**src/rtl/uart_pkg.sv**
```systemverilog
// Shared UART definitions: receiver FSM states, legal oversampling ratios
// and the parity-type encoding also used by the transmitter.
package uart_pkg;

  typedef enum logic [2:0] {
    IDLE,
    START,
    DATA,
    PARITY,
    STOP
  } rx_state_t;

  typedef enum logic {
    PAR_EVEN = 1'b0,
    PAR_ODD  = 1'b1
  } par_type_t;

  localparam logic [5:0] PRESCALE_8  = 6'd8;
  localparam logic [5:0] PRESCALE_16 = 6'd16;
  localparam logic [5:0] PRESCALE_32 = 6'd32;

  // Anything other than 16 or 32 falls back to 8x oversampling.
  function automatic logic [5:0] legal_prescale(input logic [5:0] p);
    case (p)
      PRESCALE_16: return PRESCALE_16;
      PRESCALE_32: return PRESCALE_32;
      default:     return PRESCALE_8;
    endcase
  endfunction

endpackage

```
**src/rtl/uart_rx_sampler.sv**
```systemverilog
// Oversampling edge counter plus 3-sample majority vote around mid-bit.
// bit_done marks the last clock of each bit period.
import uart_pkg::*;

module uart_rx_sampler (
  input  logic       clk,
  input  logic       rst,
  input  logic       run,
  input  logic [5:0] prescale,
  input  logic       rx_bit,
  output logic       bit_done,
  output logic       sampled_bit
);

  logic [5:0] edge_cnt;
  logic [5:0] mid;
  logic [2:0] samples;

  assign mid = prescale >> 1;

  always_ff @(posedge clk or negedge rst) begin
    if (!rst) begin
      edge_cnt <= '0;
      samples  <= '0;
    end else if (!run) begin
      edge_cnt <= '0;
    end else begin
      edge_cnt <= bit_done ? 6'd0 : edge_cnt + 6'd1;
      if (edge_cnt == mid - 6'd1) samples[0] <= rx_bit;
      if (edge_cnt == mid)        samples[1] <= rx_bit;
      if (edge_cnt == mid + 6'd1) samples[2] <= rx_bit;
    end
  end

  assign bit_done    = run && (edge_cnt == prescale - 6'd1);
  assign sampled_bit = (samples[0] & samples[1]) |
                       (samples[0] & samples[2]) |
                       (samples[1] & samples[2]);

endmodule

```
**src/rtl/uart_rx_core.sv**
```systemverilog
// UART receiver: synchronizer, frame FSM, parity/stop checking and the
// registered data/error pulses.
import uart_pkg::*;

module uart_rx_core #(
  parameter int DATA_WIDTH = 8
) (
  input  logic                  clk,
  input  logic                  rst,
  input  logic                  rx_in,
  input  logic [5:0]            prescale,
  input  logic                  par_en,
  input  logic                  par_typ,
  output logic [DATA_WIDTH-1:0] p_data,
  output logic                  data_valid,
  output logic                  par_err,
  output logic                  stp_err
);

  localparam int BCW = (DATA_WIDTH > 1) ? $clog2(DATA_WIDTH) : 1;

  logic [1:0]            sync_q;
  logic                  rx_sync;
  rx_state_t             state;
  rx_state_t             next_state;
  logic [5:0]            ps_reg;
  logic [5:0]            ps_eff;
  logic                  par_en_reg;
  par_type_t             par_typ_reg;
  logic [BCW-1:0]        bit_cnt;
  logic [DATA_WIDTH-1:0] shift_reg;
  logic                  par_pend;
  logic                  run;
  logic                  bit_done;
  logic                  sampled_bit;
  logic                  last_bit;
  logic                  exp_par;

  always_ff @(posedge clk or negedge rst) begin
    if (!rst) sync_q <= 2'b11;
    else      sync_q <= {sync_q[0], rx_in};
  end

  assign rx_sync = sync_q[1];

  // The detecting IDLE cycle counts as edge 0 of the start bit, so frame
  // timing does not slip by a clock on back-to-back traffic.
  assign run    = (state != IDLE) || !rx_sync;
  assign ps_eff = (state == IDLE) ? legal_prescale(prescale) : ps_reg;

  uart_rx_sampler u_sampler (
    .clk         (clk),
    .rst         (rst),
    .run         (run),
    .prescale    (ps_eff),
    .rx_bit      (rx_sync),
    .bit_done    (bit_done),
    .sampled_bit (sampled_bit)
  );

  always_ff @(posedge clk or negedge rst) begin
    if (!rst) begin
      ps_reg      <= PRESCALE_8;
      par_en_reg  <= 1'b0;
      par_typ_reg <= PAR_EVEN;
    end else if (state == IDLE) begin
      ps_reg      <= legal_prescale(prescale);
      par_en_reg  <= par_en;
      par_typ_reg <= par_type_t'(par_typ);
    end
  end

  always_ff @(posedge clk or negedge rst) begin
    if (!rst) state <= IDLE;
    else      state <= next_state;
  end

  assign last_bit = (bit_cnt == BCW'(DATA_WIDTH - 1));
  assign exp_par  = (^shift_reg) ^ (par_typ_reg == PAR_ODD);

  always_comb begin
    next_state = state;
    case (state)
      IDLE:    if (!rx_sync) next_state = START;
      START:   if (bit_done) next_state = sampled_bit ? IDLE : DATA;
      DATA:    if (bit_done && last_bit) next_state = par_en_reg ? PARITY : STOP;
      PARITY:  if (bit_done) next_state = STOP;
      STOP:    if (bit_done) next_state = IDLE;
      default: next_state = IDLE;
    endcase
  end

  // Pulses are registered; p_data loads on the same edge data_valid rises.
  always_ff @(posedge clk or negedge rst) begin
    if (!rst) begin
      bit_cnt    <= '0;
      shift_reg  <= '0;
      par_pend   <= 1'b0;
      p_data     <= '0;
      data_valid <= 1'b0;
      par_err    <= 1'b0;
      stp_err    <= 1'b0;
    end else begin
      data_valid <= 1'b0;
      par_err    <= 1'b0;
      stp_err    <= 1'b0;
      case (state)
        IDLE: begin
          bit_cnt  <= '0;
          par_pend <= 1'b0;
        end
        DATA: begin
          if (bit_done) begin
            shift_reg <= {sampled_bit, shift_reg[DATA_WIDTH-1:1]};
            bit_cnt   <= bit_cnt + BCW'(1);
          end
        end
        PARITY: begin
          if (bit_done) par_pend <= (sampled_bit != exp_par);
        end
        STOP: begin
          if (bit_done) begin
            if (!par_pend && sampled_bit) begin
              data_valid <= 1'b1;
              p_data     <= shift_reg;
            end else begin
              par_err <= par_pend;
              stp_err <= !sampled_bit;
            end
          end
        end
        default: ;
      endcase
    end
  end

endmodule

```
**config.mk**
```make
export PLATFORM = sky130hd
export DESIGN_NAME = uart_rx_core
export DESIGN_NICKNAME = d
export VERILOG_FILES = /design/src/rtl/uart_pkg.sv /design/src/rtl/uart_rx_sampler.sv /design/src/rtl/uart_rx_core.sv
export SDC_FILE = /design/constraint.sdc
export NUM_CORES = 1
export LEC_CHECK = 0
export BUFFER_PORTS_ARGS = -buffer_cell sky130_fd_sc_hd__buf_2
export CAP_MARGIN = 40
export CORE_ASPECT_RATIO = 0.7
export CORE_MARGIN = 3
export CORE_UTILIZATION = 40
export DETAILED_ROUTE_END_ITERATION = 16
export MAX_ROUTING_LAYER = met4
export PLACE_DENSITY_LB_ADDON = 0.1
export SLEW_MARGIN = 15
export SYNTH_ARGS = -nofsm -noshare
export SYNTH_HDL_FRONTEND = slang
export SYNTH_SLANG_ARGS = --single-unit
export TNS_END_PERCENT = 20
```
**constraint.sdc**
```tcl
create_clock -name clk -period 3.9 [get_ports clk]
set_input_delay 0.39 -clock clk [delete_from_list [all_inputs] [get_ports clk]]
set_output_delay 0.39 -clock clk [all_outputs]
set_load 0.01 [all_outputs]
```
==> After elaboration in Yosys (flattened, before gate mapping) <==
Cells that the tools add are included.
{ "op_classes": {"n_addsub": 5, "n_eq_ne": 18, "mux": 25, "n_bitwise": 6, "reduce_logical": 20} }
{ "ops": {"columns": ["operator", "n"], "rows": [
  ["$mux W3", 7],
  ["$eq A6 B6 Y1", 3],
  ["$mux W6", 3],
  ["$pmux W3 S5", 1],
  ["$ne A2 B2 Y1 const B", 6],
  ["$pmux W6 S2", 1],
  ["$reduce_and A2 Y1", 6],
  ["$mux W1", 10],
  ["$reduce_xor A8 Y1", 1],
  ["$add A5 B1 Y6 const B", 1],
  ["$add A6 B1 Y6 const B", 1],
  ["$eq A3 B2 Y1 const B", 2],
  ["$eq A3 B3 Y1 const B", 2],
  ["$eq A6 B5 Y1", 1],
  ["$eq A6 B5 Y1 const B", 1],
  ["$eq A6 B6 Y1 const B", 1],
  ["$pmux W3 S2", 1],
  ["$sub A5 B1 Y6 const B", 1],
  ["$sub A6 B1 Y6 const B", 1],
  ["$reduce_and A5 Y1", 1],
  ["$reduce_bool A2 Y1", 2],
  ["$add A3 B1 Y3 const B", 1],
  ["$and A1 B1 Y1", 3],
  ["$eq A3 B1 Y1 const B", 1],
  ["other kinds (11)", 16]
]} }
{ "totals": {"reg_bits": 45, "input_bits": 11, "output_inout_bits": 11, "wordCells": 90} }

==> Depth between registers and ports, before layout <==
Gate-level depths: netlist (run 1).
{ "logic_depth": {"word_depth": 9, "ltp_mapped": 13, "mapped_depth_nobuf": 10} }

==> Cells and area by module <==
From an unflattened synthesis (run 1), not the netlist that was laid out.
{ "unflattened": {"cells_unflattened": 232, "area_unflattened_um2": 2476.1} }
{ "by_module_without_submodules": {"columns": ["mod", "instances", "cells_each", "area_each_um2", "seq_area_each_um2"], "rows": [
  ["uart_rx_core", 1, 129, 1562.7, 904.6],
  ["uart_rx_sampler", 1, 103, 913.4, 225.2]
]} }

==> Worst setup path after synthesis (run 1) <==
No wires, ideal clock.
{ "synth_path": {"path_type": "register to register", "start": "reg state[1]", "end": "reg p_data[0]", "setup_time_ns": 0.128, "t_arrival_ns": 2.924, "t_required_ns": 3.772, "path_slack_ns": 0.848, "path_stages_with_launch": 14, "n_path_buf": 3, "synth_period_minus_slack_ns": 3.052, "path_cell_list": "dfrtp_1 buf_2 or3_1 clkbuf_1 nand2_1 ha_1 nand2_1 o21ai_0 a21oi_1 xor2_1 nor4_4 and4b_1 buf_4 mux2_1"} }
{ "synth_between": {"elab_chain_cells": 6, "word_cells_on_any_way": 9, "cone_classes": "add/sub: 1; eq/ne: 2; mux: 1; reduce/logical: 5"} }
{ "synth_lines": {"columns": ["element", "line", "source"], "rows": [
  ["start, declared", "uart_rx_core.sv:24", "rx_state_t state;"],
  ["start signal, assigned", "uart_rx_core.sv:75", "else state <= next_state;"],
  ["$logic_not A3 Y1", "uart_rx_core.sv:49", "assign ps_eff = (state == IDLE) ? legal_prescale(prescale) : ps_reg;"],
  ["$mux W6", null, null],
  ["$sub A6 B1 Y6", "uart_rx_sampler.sv:35", "assign bit_done = run && (edge_cnt == prescale - 6'd1);"],
  ["$eq A6 B6 Y1", "uart_rx_sampler.sv:35", null],
  ["$logic_and A1 B1 Y1", "uart_rx_sampler.sv:35", null],
  ["$reduce_and A3 Y1 (no source line) (*)", null, null],
  ["end signal, assigned", "uart_rx_core.sv:125", "p_data <= shift_reg;"],
  ["end, declared", "uart_rx_core.sv:14", "output logic [DATA_WIDTH-1:0] p_data,"]
]} }
Every way passes the cells marked *; elsewhere a longest branch is shown, timed or not.
A chain may end at the register's enable or synchronous reset.

==> Final worst setup path (run 1) <==
{ "layout_path": {"start": "reg state[0]", "end": "reg p_data[6]"} }
The elaborated chain is that of the path after synthesis.

==> summary.md, run 1 <==
| Metric | Value |
|---|---|
| Outcome | `complete, no violations` |
| Area growth syn-to-layout | `13.90%` |
| Worst endpoint required time | `4.08 ns` |
| Cts bufs inserted | `5` |
| Number of clock sinks | `45` |
| Critical path type | `flop to flop` |
| Critical Path Start Type | `flop` |
| Gpl congestion | `0.8664` |
| Worst r2r dst | `p_data[6]$_DFFE_PN0P_` |
| Post-Syn Instances | `241` |
| Synth Area in XOR/XNOR | `10.46%` |
| Hold_buf cts | `1` |
| Min-delay src | `rx_in` |
| Post-synthesis mux area share | `8.919%` |
| Most common cell after layout, fill and taps aside | `dfrtp_1` |
| Final Max Slew Viols | `0` |
| Post-synthesis compound-gate area fraction | `11.01%` |
| RSZ-0062 raised after global routing | `no` |
| Share of layout cells above drive strength 1 | `20.75%` |
| PwrDens | `558.5 mW/mm^2` |
| VDD IR-drop max | `0.2936 mV` |
| Critical Path AT | `3.42 ns` |
| Worst Setup End Kind | `flop` |
| GR Overflow Total | `0` |
| Worst path slowest cell | `and4b_1` |
| Initial antenna violation count | `0` |
| Syn. warnings | `0` |
| Lkg Pwr | `1.386 nW` |
| Sequential area share after synthesis | `44.99%` |
| Synth Register Bits | `45` |
| Critical Path, Cell by Cell | `or3_1, nand2_1, ha_1, nand2_1, o21ai_0, xor2_1, xnor2_1, nor4_4, and4b_1, mux2_1` |
| Slowest Stage Delay on Critical Path | `0.51 ns` |
| CTS tree | `done` |
| Root Driver | `clkbuf_8` |
| Max Freq | `309.2 MHz` |
| First-pass GRT wire length | `8355 microns` |
| Die Height | `72.29 microns` |
| Iter 0 DRT Violations | `81` |
| Drt wl/cell | `14.59 microns` |
| Commonest cells after routing, fill and taps aside | `42 x dfrtp_1, 21 x xnor2_1, 21 x buf_2` |
| Clock Skews | `0.009200 ns` |
| Flop2flop setup slack | `0.67 ns` |
| Reg-to-reg startpoint | `state[0]$_DFFE_PN0P_` |
| Hold endpoint | `sync_q[0]$_DFF_PN1_` |
| EDFF count, synth | `0` |
| Routed vias/inst | `5.215` |
| Post_cts resized | `0` |
| H-tree depth | `2` |
| WL final | `4961 microns` |
| Synth unique cells | `49` |
| Final ANT Viol Nets | `0` |
| Total track usage | `15.15%` |
| Final worst path period share | `82.94%` |
| Starting Density | `42.57%` |
| Sum Neg Setup Slack | `0 ns` |
| Netlist Area Pre-Place | `0.002511 sq mm` |
| Postcts setup bufs | `0` |
| Finish-stage setup viols | `0` |
| Full die area | `0.007280 sq mm` |
| Nets | `282` |
| Detailed Place HPWL | `3614 microns` |
| R2R cell count | `10` |
| Port Buf Inserts | `21` |
| Hold depth | `1` |
| Num ports | `22` |
| Clk pin slew, worst setup/hold paths | `0.09 ns` |
| Largest family of logic cells by synthesized area | `simple AND/OR/NAND/NOR gates` |
| Most frequent CP cell | `nand2_1` |
| Row count | `23` |
| Clock Latency Late Sink | `0.30 ns` |
| Slew margin rel. | `59.96%` |
| Detailed Routing Iterations Pass 1 | `6` |
| Post-synth top flop | `dfrtp_1` |
| CTS Buffer Depth | `2` |
| Avg Cell Area, Syn | `10.42 sq um` |
| Post-Synth Adder-Cell Area | `3.886%` |
| Largest fanout on the critical path | `9` |
| Max-cap viol count | `0` |
| Via Count | `1773` |
| DRC | `0` |
| Hold Vio Cnt, Final | `0` |
| Die X | `100.7 microns` |
| Ys async rst share | `100.0%` |
| Worst hold margin | `0.1846 ns` |
| Core Region | `0.005899 sq mm` |
| Crit path time final | `3.235 ns` |
| Worst min path class | `primary input to flop` |
| Simple-gate share of the synthesized area | `17.04%` |
| Slew @ Worst Pin | `0.5987 ns` |
| Vias in the first global route | `1565` |
| Largest net degree at the start of global routing | `34` |
| Number of diodes | `0` |
| Syn nets | `259` |
==> layer usage <==
layer	vias up	part of all wire (%)	GRT usage, %
met5	-	0	-
met4	0	0.44	4.036
met2	36	39	17.94
li1	891	-	-
met1	844	56	24.88
met3	2	4.6	3.266
==> stage by stage <==
stage	area (sq um)	instances	total power [mW]	utilization (%)	setup slack (ns)
2_1_floorplan	2511	241	1.046	-	0.8483
3_3_place_gp	2693	330	1.181	45.64	0.6784
3_5_place_dp	2713	331	1.176	45.98	0.6590
4_1_cts	2860	340	1.612	48.48	0.6450
5_1_grt	2860	340	1.722	48.48	0.3136
6_report	2860	340	1.597	48.48	0.6653
==> worst max-delay path: cells and delay by family (launching register included) <==
family | cells | cell delay (ns)
muxes | 1 | 0.37
AOI/OAI and AO/OA | 1 | 0.26
and+or+nand+nor | 5 | 1.56
DFF | 1 | 0.42
adders and majority gates | 1 | 0.19
xor gates and xnor gates | 2 | 0.32
==> power by group <==
part | internal [mW] | switching, mW
Clock | 0.258 | 0.171
Combinational | 0.244 | 0.292
Sequential | 0.542 | 0.0908
Total | 1.04 | 0.554
==> how the worst max path moves through the flow <==
stage | startpoint | end | cells after the start
final | state[0]$_DFFE_PN0P_ | p_data[6]$_DFFE_PN0P_ | 10
after global routing | state[0]$_DFFE_PN0P_ | p_data[0]$_DFFE_PN0P_ | 10
after CTS | state[0]$_DFFE_PN0P_ | p_data[6]$_DFFE_PN0P_ | 10
after detailed placement | state[0]$_DFFE_PN0P_ | p_data[4]$_DFFE_PN0P_ | 10
after global placement | state[0]$_DFFE_PN0P_ | p_data[5]$_DFFE_PN0P_ | 10
after floorplan | state[1]$_DFFE_PN0P_ | p_data[0]$_DFFE_PN0P_ | 13
==> logic make-up after synthesis <==
family / after synthesis
AO/OA/AOI/OAI: 39
XOR/XNOR: 30
adder cells (fa/ha/maj): 8
buffers and inverters: 21
multiplexers: 20
flip-flops: 45
AND/OR/NAND/NOR: 78
==> cell usage after synthesis, drive strengths merged (5+ instances only) <==
cell type | instances | area (sq um)
a21oi | 7 | 35.03
and3 | 5 | 31.28
buf | 7 | 40.04
clkbuf | 6 | 22.52
dfrtp | 42 | 1051
ha | 7 | 87.58
inv | 8 | 30.03
mux2 | 19 | 214.0
nand2 | 20 | 75.07
nand3 | 11 | 55.05
nor2 | 19 | 73.82
nor3 | 5 | 36.29
o21ai | 12 | 60.06
xnor2 | 21 | 183.9
xor2 | 9 | 78.83
==> layout make-up <==
class	instances	area, sq um
Clock buffer	5	68.82
Inverter	8	30.03
Sequential cell	45	1130
Tap cell	75	93.84
Timing Repair Buffer	29	180.2
Fill cell	538	3039
Clock inverter	3	68.82
Multi-Input combinational cell	175	1289
Power figures use the tool's default switching activity.
==> inputs of run 2 (changes only) <==
--- a/config.mk
+++ b/config.mk
@@ -5,6 +5,7 @@
 export SDC_FILE = /design/constraint.sdc
 export NUM_CORES = 1
 export LEC_CHECK = 0
+export ABC_AREA = 1
 export BUFFER_PORTS_ARGS = -buffer_cell sky130_fd_sc_hd__buf_2
 export CAP_MARGIN = 40
 export CORE_ASPECT_RATIO = 0.7
==> constraint.sdc (replaced) <==
create_clock -name clk -period 2.8 [get_ports clk]
set_input_delay 0.28 -clock clk [delete_from_list [all_inputs] [get_ports clk]]
set_output_delay 0.28 -clock clk [all_outputs]
set_load 0.01 [all_outputs]
==> run 2 against run 1 <==
Sequential share of layout area decreased by 3.3 points. Flip-flop and latch count unchanged. Global-route usage is 0.097 points higher. Clock power fell by 3%. Non-clock buffer count decreased by 4. Maximum frequency grew 28%. First-iteration DRC count increased by 69%. Via count grew 15%. Critical endpoint is now state[1]$_DFFE_PN0P_. Largest cell class unchanged. Highest routed layer unchanged.
==> summary.md, run 2 <==
| Metric | Value |
|---|---|
| Crit path time final | `2.527 ns (-0.7076 ns)` |
| Netlist Area Pre-Place | `0.002799 sq mm (+11%)` |
| CTS tree | `done` |
| Clock Latency Late Sink | `0.31 ns (about the same)` |
| Clock Skews | `0.01109 ns (+0.001890 ns)` |
| Iter 0 DRT Violations | `137 (+69%)` |
| CP top delay family | `simple AND/OR/NAND/NOR gates` |
| PwrDens | `958.4 mW/mm^2 (+72%)` |
| WL final | `5554 microns (+12%)` |
| Num ports | `22 (unchanged)` |
| Most frequent CP cell | `nand2_1` |
| Final ANT Viol Nets | `0 (unchanged)` |
| R2R cell count | `16 (+6)` |
| Critical Path Start Type | `flop` |
| Synth unique cells | `37 (-24%)` |
| Drt wl/cell | `12.29 microns (-16%)` |
| First-pass GRT wire length | `9646 microns (+15%)` |
| Root Driver | `clkbuf_8` |
| EDFF count, synth | `0 (unchanged)` |
| Critical path type | `flop to flop` |
| DRC | `0 (unchanged)` |
| Post-synth top area cell | `dfrtp_1` |
| Core Region | `0.006486 sq mm (+9.9%)` |
| Die Height | `75.99 microns (+5.1%)` |
| Worst endpoint required time | `3.00 ns (-1.08 ns)` |
| Detailed Routing Iterations Pass 1 | `4 (-2)` |
| Lkg Pwr | `1.627 nW (+17%)` |
| Max Freq | `395.7 MHz (+28%)` |
| Final core occ | `48.11% (-0.37 points)` |
| Nets | `378 (+34%)` |
| Vias in the first global route | `1879 (+20%)` |
| RSZ-0062 raised after global routing | `no` |
| Most instantiated library cell after synthesis | `nand2_1` |
| Die X | `106.0 microns (+5.2%)` |
| Flop2flop setup slack | `0.27 ns (-0.39 ns)` |
| Ys async rst share | `100.0% (unchanged)` |
| Outcome | `complete, no violations` |
| Synth Register Bits | `45 (unchanged)` |
| Starting Density | `43.15% (+0.59 points)` |
| Sum Neg Setup Slack | `0 ns (unchanged)` |
| Post-Syn Instances | `332 (+38%)` |
| Largest net degree at the start of global routing | `29 (-15%)` |
| Row count | `24 (+4.3%)` |
| Sequential area share after synthesis | `40.37% (-4.6 points)` |
| VDD IR-drop max | `0.3945 mV (+34%)` |
| Number of clock sinks | `45 (unchanged)` |
| Clk pin slew, worst setup/hold paths | `0.09 ns (about the same)` |
| Syn. warnings | `0 (unchanged)` |
| Via Count | `2045 (+15%)` |
| Buf+Inv Stages, Crit Path | `0 (unchanged)` |
| Area contributors post-synth | `dfrtp_1 38%, nand2_1 11%, inv_1 6.8%, nand3_1 3.8%, nand2_4 3.6%` |
| Largest fanout on the critical path | `10 (+1)` |
| Commonest cells after routing, fill and taps aside | `79 x nand2_1, 51 x inv_1, 42 x dfrtp_1` |
| Final worst path period share | `90.25% (+7.3 points)` |
| Critical Path, Cell by Cell | `nor2_2, nand2_4, nand2_1, ha_1, xor2_1, nand2_1, nor2_1, nand3_2, nor2_2, nand2_2, nor2_8, nand3_4, a21oi_4, nand2_1, nand2_1, nand2_1` |
| Hold depth | `1 (unchanged)` |
| Grt met1 use | `25.33% (+0.46 points)` |
| Initial antenna violation count | `0 (unchanged)` |
| GRT met3 Usage | `2.794% (-0.47 points)` |
| Gpl congestion | `0.8165 (-5.8%)` |
| Routed vias/inst | `4.524 (-13%)` |
| Stages on worst setup path | `16 (+6)` |
| Hold Vio Cnt, Final | `0 (unchanged)` |
| Slowest Stage Delay on Critical Path | `0.44 ns (-0.07 ns)` |
| GR Overflow Total | `0 (unchanged)` |
| Port Buf Inserts | `21 (unchanged)` |
| Worst min path class | `primary input to flop` |
| Avg Cell Area, Syn | `8.431 sq um (-19%)` |
| Worst Setup End Kind | `flop` |
| Finish-stage setup viols | `0 (unchanged)` |
| Slew @ Worst Pin | `0.4861 ns (-0.1125 ns)` |
| Full die area | `0.008053 sq mm (+11%)` |
| Slew margin rel. | `67.47% (+7.5 points)` |
| Number of diodes | `0 (unchanged)` |
| Worst hold margin | `0.07222 ns (-0.1124 ns)` |
| Most common cell after layout, fill and taps aside | `nand2_1` |
| Top-area cell type share of the netlist area | `37.55% (-4.3 points)` |
| Cts bufs inserted | `5 (unchanged)` |
| Share of layout cells above drive strength 1 | `23.82% (+3.1 points)` |
| Final Max Slew Viols | `0 (unchanged)` |
| Most frequent cells after synthesis | `79 x nand2_1, 51 x inv_1, 42 x dfrtp_1` |
| Met2 usage | `18.58% (+0.63 points)` |
| Worst path slowest cell | `dfrtp_1` |
| GR peak layer | `met1` |
| Critical Path AT | `2.72 ns (-0.70 ns)` |
| Area growth syn-to-layout | `11.49%` |
| Syn nets | `350 (+35%)` |
| Detailed Place HPWL | `4421 microns (+22%)` |
| Post-synth top flop | `dfrtp_1` |
| Max-cap viol count | `0 (unchanged)` |
| H-tree depth | `2 (unchanged)` |
| CTS Buffer Depth | `2 (unchanged)` |
| Total track usage | `15.24% (+0.097 points)` |
## run 2: cell types whose count changed in the layout (fill, tap and decap cells not counted), sizes merged, moves of 8 or more
cell,before,now
xnor2,21,10
mux2,19,0
o21ai,12,22
nand3,11,28
nand4,1,9
inv,9,56
nand2,20,99
## run 2: cell type report
| cell class | count | area [sq um] |
|---|---|---|
| Clock buffer | 5 | 68.82 |
| Clock inverter | 3 | 22.52 |
| Fill cell | 641 | 3366 |
| Inverter | 56 | 215.2 |
| Multi-Input combinational cell | 227 | 1420 |
| Sequential cell | 45 | 1130 |
| Tap cell | 91 | 113.9 |
| Timing Repair Buffer | 25 | 150.1 |
## run 2: logic make-up (layout without fill, tap and decap cells)
family,count (synthesis),in the layout,synth area share (%)
and+or+nand+nor,171,171,34.38
xor gates and xnor gates,21,21,6.839
adders and majority gates,7,7,3.129
DFF,45,45,40.37
AOI/OAI and AO/OA,28,28,6.393
buffers and inverters,60,89,8.896
## run 2: path summary, 6_finish.rpt
check,start,end
worst max-delay path,state[1]$_DFFE_PN0P_,state[1]$_DFFE_PN0P_
worst min-delay path,rx_in,sync_q[0]$_DFF_PN1_
worst max register to register,state[1]$_DFFE_PN0P_,state[1]$_DFFE_PN0P_
worst min register to register,sync_q[0]$_DFF_PN1_,sync_q[1]$_DFF_PN1_
max in group asynchronous,rst,sync_q[1]$_DFF_PN1_
min in group asynchronous,rst,ps_reg[1]$_DFF_PN0_
## run 2: routing by layer
metal | wire length, microns | vias up
met4 | 53 | 0
li1 | - | 1092
met2 | 1980 | 38
met1 | 3250 | 907
met3 | 269 | 8
met5 | 0 | -
## run 2: stage by stage
step                      instances  area, sq um  power (mW)  setup WS [ns]
after floorplan                 332         2799       2.289         0.2973
after global routing            452         3120       3.262        0.06788
after global placement          442         2999       2.578         0.2711
after detailed placement        443         3019       2.588         0.2713
final                           452         3120       2.991         0.2730
after CTS                       452         3120       3.008         0.2512
## run 2: timing repair
action,in CTS,in global routing
setup buffers,0,0
hold endpoints to repair,16,0
hold buffers,1,0
gates resized for setup,0,0
## run 2: where the power goes
| group | internal (mW) | switching (mW) | leakage [nW] |
|---|---|---|---|
| clock network | 0.175 | 0.243 | 0.0364 |
| logic | 0.586 | 1.05 | 1.04 |
| registers | 0.798 | 0.142 | 0.551 |
| total | 1.56 | 1.43 | 1.63 |
